===== src/rtl/mips_pkg.sv =====
// Shared constants and types for the MIPS pipeline: reset vector, bubble word,
// opcodes referenced by fetch/decode, and the machine word type.
package mips_pkg;
    typedef logic [31:0] word_t;

    localparam word_t RESET_PC = 32'h0000_3000;
    localparam word_t NOP      = 32'h0000_0000;

    localparam logic [5:0] OP_BEQ = 6'h04;
    localparam logic [5:0] OP_J   = 6'h02;
    localparam logic [5:0] OP_JAL = 6'h03;

    typedef enum logic {
        FETCH_RUN  = 1'b0,
        FETCH_HOLD = 1'b1
    } fetch_state_t;
endpackage


===== src/rtl/npc_calc.sv =====
// Combinational next-PC helper: sequential PC+4 and the prioritised redirect
// target (jr over jump over branch) formed from decode-stage operands.
module npc_calc
    import mips_pkg::*;
(
    input  word_t       pc,
    input  word_t       pc_plus4_d,
    input  logic [25:0] instr_index,
    input  word_t       sign_imm,
    input  word_t       reg_target,
    input  logic        jr,
    input  logic        jump,
    input  logic        branch,
    output word_t       pc_plus4,
    output word_t       target,
    output logic        redirect
);
    word_t jump_target;
    word_t branch_target;

    // Both adds wrap silently modulo 2^32.
    assign pc_plus4      = pc + 32'd4;
    assign jump_target   = {pc_plus4_d[31:28], instr_index, 2'b00};
    assign branch_target = pc_plus4_d + {sign_imm[29:0], 2'b00};
    assign redirect      = jr | jump | branch;

    always_comb begin
        target = branch_target;
        if (jr) begin
            target = reg_target;
        end else if (jump) begin
            target = jump_target;
        end
    end
endmodule


===== src/rtl/fetch_unit.sv =====
// Instruction-fetch stage: PC register, IF/ID pipeline register, and a two-state
// FSM that buffers a redirect arriving under stall until the stall releases.
module fetch_unit
    import mips_pkg::*;
#(
    parameter word_t RESET_PC = mips_pkg::RESET_PC,
    parameter word_t NOP      = mips_pkg::NOP
) (
    input  logic        clk,
    input  logic        reset,
    input  logic        StallF,
    input  logic        FlushD,
    input  logic        BranchD,
    input  logic [31:0] SignImmD,
    input  logic        JumpD,
    input  logic        JrD,
    input  logic [31:0] RegTargetD,
    input  logic [31:0] ImemData,
    output logic [31:0] ImemAddr,
    output logic [31:0] InstrD,
    output logic [31:0] PCPlus4D,
    output logic [31:0] PCPlus8D,
    output logic        RedirectPending
);
    fetch_state_t state;
    word_t        pc;
    word_t        pend_tgt;
    word_t        pc_plus4;
    word_t        target;
    logic         redirect;

    npc_calc u_npc_calc (
        .pc          (pc),
        .pc_plus4_d  (PCPlus4D),
        .instr_index (InstrD[25:0]),
        .sign_imm    (SignImmD),
        .reg_target  (RegTargetD),
        .jr          (JrD),
        .jump        (JumpD),
        .branch      (BranchD),
        .pc_plus4    (pc_plus4),
        .target      (target),
        .redirect    (redirect)
    );

    // A redirect seen in the release cycle itself is newer than the buffered one.
    always_ff @(posedge clk) begin
        if (reset) begin
            state    <= FETCH_RUN;
            pc       <= RESET_PC;
            pend_tgt <= '0;
        end else begin
            case (state)
                FETCH_RUN: begin
                    if (!StallF) begin
                        pc <= redirect ? target : pc_plus4;
                    end else if (redirect) begin
                        pend_tgt <= target;
                        state    <= FETCH_HOLD;
                    end
                end
                FETCH_HOLD: begin
                    if (StallF) begin
                        if (redirect) begin
                            pend_tgt <= target;
                        end
                    end else begin
                        pc    <= redirect ? target : pend_tgt;
                        state <= FETCH_RUN;
                    end
                end
                default: state <= FETCH_RUN;
            endcase
        end
    end

    // Flush beats stall so a squashed slot never survives a held pipeline.
    always_ff @(posedge clk) begin
        if (reset || FlushD) begin
            InstrD   <= NOP;
            PCPlus4D <= '0;
        end else if (!StallF) begin
            InstrD   <= ImemData;
            PCPlus4D <= pc_plus4;
        end
    end

    assign ImemAddr        = pc;
    assign PCPlus8D        = PCPlus4D + 32'd4;
    assign RedirectPending = (state == FETCH_HOLD);
endmodule

===== config.mk =====
export PLATFORM = sky130hd
export DESIGN_NAME = fetch_unit
export DESIGN_NICKNAME = d
export VERILOG_FILES = /design/src/rtl/mips_pkg.sv /design/src/rtl/npc_calc.sv /design/src/rtl/fetch_unit.sv
export SDC_FILE = /design/constraint.sdc
export NUM_CORES = 1
export LEC_CHECK = 0
export CAP_MARGIN = 10
export CORE_MARGIN = 2
export CORE_UTILIZATION = 45
export CTS_BUF_LIST = sky130_fd_sc_hd__clkbuf_4
export CTS_CLUSTER_DIAMETER = 50
export DETAILED_ROUTE_END_ITERATION = 7
export GPL_TIMING_DRIVEN = 0
export PLACE_DENSITY = 0.82
export SYNTH_ARGS = -nofsm -noshare
export SYNTH_HDL_FRONTEND = slang
export SYNTH_SLANG_ARGS = --single-unit

===== constraint.sdc =====
create_clock -name clk -period 2.7 [get_ports clk]
set_clock_uncertainty 0.1 [all_clocks]
set_input_delay 0.27 -clock clk [delete_from_list [all_inputs] [get_ports clk]]
set_output_delay 0.27 -clock clk [all_outputs]
set_load 0.05 [all_outputs]

Yosys cells after proc, flatten, opt, wreduce, memory -nomap -nowiden

Index checks and enable logic that the tools add are counted.

Add/subtract/negate cells: 3
Equality and inequality tests: 2
Multiplexer cells: 12
Bitwise logic cells: 3
Reduce and logical (&&, ||, !) cells: 2

Operators with widths:

| kind                    | count |
|---|---|
| $mux W32                | 7 |
| $add A32 B3 Y32 const B | 2 |
| $pmux W32 S2            | 1 |
| $add A32 B32 Y32        | 1 |
| $ne A2 B2 Y1 const B    | 2 |
| $mux W1                 | 3 |
| $or A1 B1 Y1            | 2 |
| $pmux W1 S2             | 1 |
| $reduce_and A2 Y1       | 1 |
| $logic_or A1 B1 Y1      | 1 |
| $not A1 Y1              | 1 |

Flip-flop bits (word level): 129
Bits of input ports: 103
Output and inout port bits: 129
Word-level logic and storage cells: 27

Depth between registers and ports, before layout

Word-level depth: 6
Gate-level depth with buffers: 11
Gate-level depth less buffers: 11

By module

A second synthesis with hierarchy kept.

Cell total of the unflattened synthesis: 1070
Area total of the unflattened synthesis: 8463.1 um^2

By module, submodules not included:

| module     | times used | cells each | area each (um^2) | seq. area each (um^2) |
|---|---|---|---|---|
| fetch_unit | 1          | 652        | 5734.2           | 2582.5 |
| npc_calc   | 1          | 418        | 2728.9           | 0.0 |

Worst setup path before layout

Ideal clock, no wire load.

Path type: reg-to-output
Start: register PCPlus4D[4]
End: output port PCPlus8D[31]
Arrival time: 2998 ps
Data required time: 2330 ps
Path slack: -668 ps
Cell stages (with the launch flop): 10
Path buffers: 0
Path through: dfxtp_1 and3_1 and3_1 nand3_1 nor2_1 and3_1 inv_1 nor2_1 nand3_1 xnor2_1

Word-level cells in the longest chain between the ends: 1

Ends and longest elaborated chain:

| what                   | RTL line         | source |
|---|---|---|
| start, declared        | fetch_unit.sv:21 | `output logic [31:0] PCPlus4D,` |
| start signal, assigned | fetch_unit.sv:84 | `PCPlus4D <= pc_plus4;` |
| $add A32 B3 Y32        | fetch_unit.sv:89 | `assign PCPlus8D = PCPlus4D + 32'd4;` |
| end, declared          | fetch_unit.sv:22 | `output logic [31:0] PCPlus8D,` |

No other way between the ends.

Final worst setup path

Start: register PCPlus4D[2]
End: register pc[28] (netlist: ImemAddr[28])

Word-level cells in the longest chain between the ends: 6
Elaborated cells between the ends (all ways): 8
Those cells by class: 1 x add/sub; 7 x mux

Ends and longest elaborated chain:

| what                        | RTL line                           | source |
|---|---|---|
| $add A32 B32 Y32 *          | npc_calc.sv:24                     | `assign branch_target = pc_plus4_d + {sign_imm[29:0], 2'b00};` |
| $mux W32 *                  | npc_calc.sv:31                     | `end else if (jump) begin` |
| $mux W32 *                  | npc_calc.sv:29                     | `if (jr) begin` |
| $mux W32 (on tied branches) | n/a                                |  |
| $mux W32 (on tied branches) | fetch_unit.sv:63, fetch_unit.sv:55 |  |
| $pmux W32 S2 *              | fetch_unit.sv:53                   | `case (state)` |
| end signal, assigned        | fetch_unit.sv:56                   | `pc <= redirect ? target : pc_plus4;` |
| end signal, assigned        | fetch_unit.sv:68                   | `pc <= redirect ? target : pend_tgt;` |
| end, declared               | fetch_unit.sv:26                   | `word_t pc;` |

Mark *: on every way between the ends. The rest lies on a longest branch, timed or not. The select of a mux whose other input is x is not followed.
A chain may end at the register's enable or synchronous reset.

==> summary.txt <==
Run status
  • Outcome: complete, but fails checks
  • Failing checks: setup timing

Run
  • Max_cap viols: 0

CTS
  • Clock Latency Late Sink: 560 ps
  • CTS Buffer Depth: 2
  • H-tree levels: 4
  • Root Buffer: clkbuf_4
  • Clock-pin slew on the worst setup and hold paths: 140 ps
  • CTS tree: built
  • Sink Count: 129
  • CTS buffer count: 17

GRT
  • Antenna violations before repair: 1
  • Overflow after GRT: 0
  • First-pass GRT wire length: 51800 um
  • GRT Util Overall: 34.3%
  • Vias in the first global route: 9099
  • Pin count of the biggest net entering global routing: 17

Timing
  • Worst setup slack after layout: -551 ps
  • Slew headroom: 26.7%
  • RSZ-0062 raised after global routing: true
  • Tightest Pin Transition: 1100 ps
  • Final period utilization: 120%
  • Final hold violation count: 0
  • Fmax: 0.308 GHz
  • Fin. max-slew vios: 0
  • Final setup fails: 37
  • Crit path time final: 3250 ps

Power
  • Switch share: 37.6%
  • Comb pwr share: 29.5%
  • Cell Int Power: 3.01 mW
  • Clock network power share: 27.0%
  • Max VDD drop: 470 uV
  • PwrDens: 399 nW/um^2
  • Sequential Power Share: 43.5%
  • Sw power: 1.82 mW
  • Design Power: 4.82 mW
  • Static leakage: 4.81 nW

Hold path
  • Min-delay src: ImemData[20]
  • Hold EP: InstrD[20]$_SDFFE_PP0N_
  • Hold Path Cell Cnt: 3
  • Hold crit path type: in -> reg

Yosys
  • Synth area leader: dfxtp_1
  • YS warnings: 0
  • Asr flop ratio synth: 0%
  • Syn_nets: 1193
  • Synth top area share: 31.5%
  • Synth Cell Area: 8190 sq um
  • Post-synth EDFFs: 0
  • Netlist cell types: 67
  • Gate Count Post-Synth: 1058
  • Yosys reg bits: 129
  • Register area share after synthesis: 31.5%
  • Mean Syn Cell Area: 7.74 sq um
  • Top_reg_cell synth: dfxtp_1
  • Synth top area cells: dfxtp_1 32%, nor2_1 7.4%, a21oi_1 5.7%

Route
  • WL final: 35300 um
  • Met2 WL: 16300 um
  • DR WL/cell: 22.3 um
  • Initial DRT Pass Iterations: 8
  • Number of DRC markers in iteration 0: 1050
  • Vias: 9652
  • Met3 Wirelength: 3480 um
  • Post-route antenna net violation count: 0
  • Wire length on met1: 13900 um
  • Uppermost routed layer: met4
  • Drc violations: 0
  • Via/cell ratio: 6.09

Worst setup path
  • WP data arrival: 3630 ps
  • Reg2reg setup slack: -550 ps
  • Worst r2r dst: ImemAddr[28]$_SDFFE_PP0P_
  • Worst-path fanout max: 3
  • Critical Path RT: 3080 ps
  • Reg2reg path depth: 13
  • Kind of end point of the critical path: register
  • Setup crit start kind: register
  • Crit Path Class: reg -> reg
  • Worst R2R Start: PCPlus4D[2]$_SDFFE_PP0N_

Placed design
  • IO buf count: 227
  • GP Congestion: 0.960
  • Placed Area: 11000 sq um
  • Final HPWL DP: 25800 um

Layout
  • Final #Nets: 1478
  • Filler instances: 1510
  • Area added between synthesis and finish: 47.5%
  • Share of layout cells above drive strength 1: 18.8%
  • Final Cell Area: 12100 sq um

Floorplanning
  • Placement Rows: 49
  • Core Box Area: 17900 sq um
  • Die X: 139 um
  • Initial Util: 45.7%
  • I/O pins: 232
  • DIE AREA: 19300 sq um
  • Die height: 139 um
==> cell usage after synthesis (all sizes together) (2+ instances only) <==
cell type / number
nand3: 30
o21a: 8
inv: 25
a211oi: 8
o211ai: 4
or3: 2
o21ai: 78
a22oi: 10
xnor2: 53
and2: 4
nand4: 13
nor2: 162
xor2: 25
a221o: 4
o2111ai: 2
nor3b: 2
a22o: 5
o311a: 2
a221oi: 19
mux2: 2
nor3: 17
o221a: 6
mux2i: 47
o31ai: 2
and3: 29
a21oi: 97
a2bb2oi: 3
and4: 4
o21bai: 5
ha: 31
o221ai: 2
dfxtp: 129
a31oi: 9
a311oi: 5
buf: 12
nor2b: 4
nand2: 109
a21o: 16
clkbuf: 57
==> worst max-delay path by stage <==
stage / from / end / slack (ps) / cells after the start
2_1_floorplan: PCPlus4D[2]$_SDFFE_PP0N_ / ImemAddr[30]$_SDFFE_PP0P_ / -290 / 11
3_3_place_gp: SignImmD[0] / ImemAddr[30]$_SDFFE_PP0P_ / -1070 / 12
3_5_place_dp: SignImmD[0] / ImemAddr[30]$_SDFFE_PP0P_ / -1150 / 12
4_1_cts: PCPlus4D[2]$_SDFFE_PP0N_ / pend_tgt[30]$_SDFFE_PP0P_ / -430 / 12
5_1_grt: PCPlus4D[2]$_SDFFE_PP0N_ / pend_tgt[26]$_SDFFE_PP0P_ / -650 / 13
6_report: PCPlus4D[2]$_SDFFE_PP0N_ / ImemAddr[28]$_SDFFE_PP0P_ / -550 / 13
==> cell usage in the layout, fill, tap and decap left out, drive strengths merged, types with 17 or more instances in the layout <==
master,n
clkdlybuf4s50,200
nor2,162
dfxtp,129
nand2,109
a21oi,97
o21ai,78
clkbuf,77
buf,70
xnor2,53
mux2i,47
inv,31
ha,31
nand3,30
and3,29
xor2,25
a221oi,19
nor3,17
==> state kept, by name (all words and copies together) (netlist names) <==
register,cells
InstrD,32
pend_tgt,32
RedirectPending,1
ImemAddr,32
PCPlus4D,32
==> power groups by stage <==
stage	sequential [mW]	clock, mW	combinational [mW]
6_report	2.10	1.30	1.42
5_1_grt	2.11	1.38	1.49
4_1_cts	2.09	1.30	1.36
3_5_place_dp	2.14	0	1.31
3_3_place_gp	2.13	0	1.30
2_1_floorplan	2.31	0	0.597
==> per-layer routing <==
metal | vias to the layer above | global-route usage, %
li1 | 4337 | -
met1 | 4546 | 43.0
met2 | 664 | 56.4
met3 | 105 | 7.98
met4 | 0 | 15.5
met5 | - | 0
==> worst max-delay path, stage by stage, from the launching register on <==
cell      delay (ps)
dfxtp_4          390
ha_4             160
fa_2             350
a211oi_2         260
nor2_2            70
a221o_1          370
a221oi_4         370
buf_4            180
a211oi_2          70
nor3_2           130
buf_4            170
buf_4            120
a31oi_4          130
a221oi_2         300
==> timing repair <==
item,4_1_cts,5_1_grt
setup buffers,23,20
resized for setup,166,95
hold buffers,1,0
endpoints found under the setup margin,58,67
endpoints found under the hold margin,4,0
pin swaps,25,32
==> cells by family (layout without fill, tap and decap cells) <==
kind of cell,Yosys count,count (layout),synth area share (%)
XOR/XNOR,78,78,8.34
multiplexers,49,49,6.02
flip-flops,129,129,31.5
adder cells (fa/ha/maj),32,32,4.98
buffers and inverters,95,393,5.55
other,0,1,0
AO/OA/AOI/OAI,294,294,23.1
AND/OR/NAND/NOR,381,381,20.4
==> cell type report <==
| cell class | count | area [sq um] | share of cell area, % |
|---|---|---|---|
| sequential | 129 | 2660 | 22.0 |
| multi-input combinational | 834 | 5840 | 48.4 |
| clock buffer | 17 | 128 | 1.06 |
| tap | 229 | 287 | 2.37 |
| clock inverter | 15 | 130 | 1.08 |
| inverter | 25 | 93.8 | 0.777 |
| buffer | 66 | 347 | 2.87 |
| timing repair buffer | 270 | 2590 | 21.4 |
| antenna | 1 | 2.50 | 0.0207 |
==> metrics by stage <==
step	util, %	hold WS [ps]	setup WS, ps	TNS [ps]	cells
after detailed placement	61.5	342	-1150	-35520	1514
after global placement	61.5	331	-1070	-32610	1514
after floorplan	-	314	-290	-1530	1058
after global routing	67.5	195	-654	-14150	1586
after CTS	65.3	183	-432	-8540	1568
final	67.5	193	-551	-10690	1586
No activity file was read; power rests on OpenSTA's default activity.
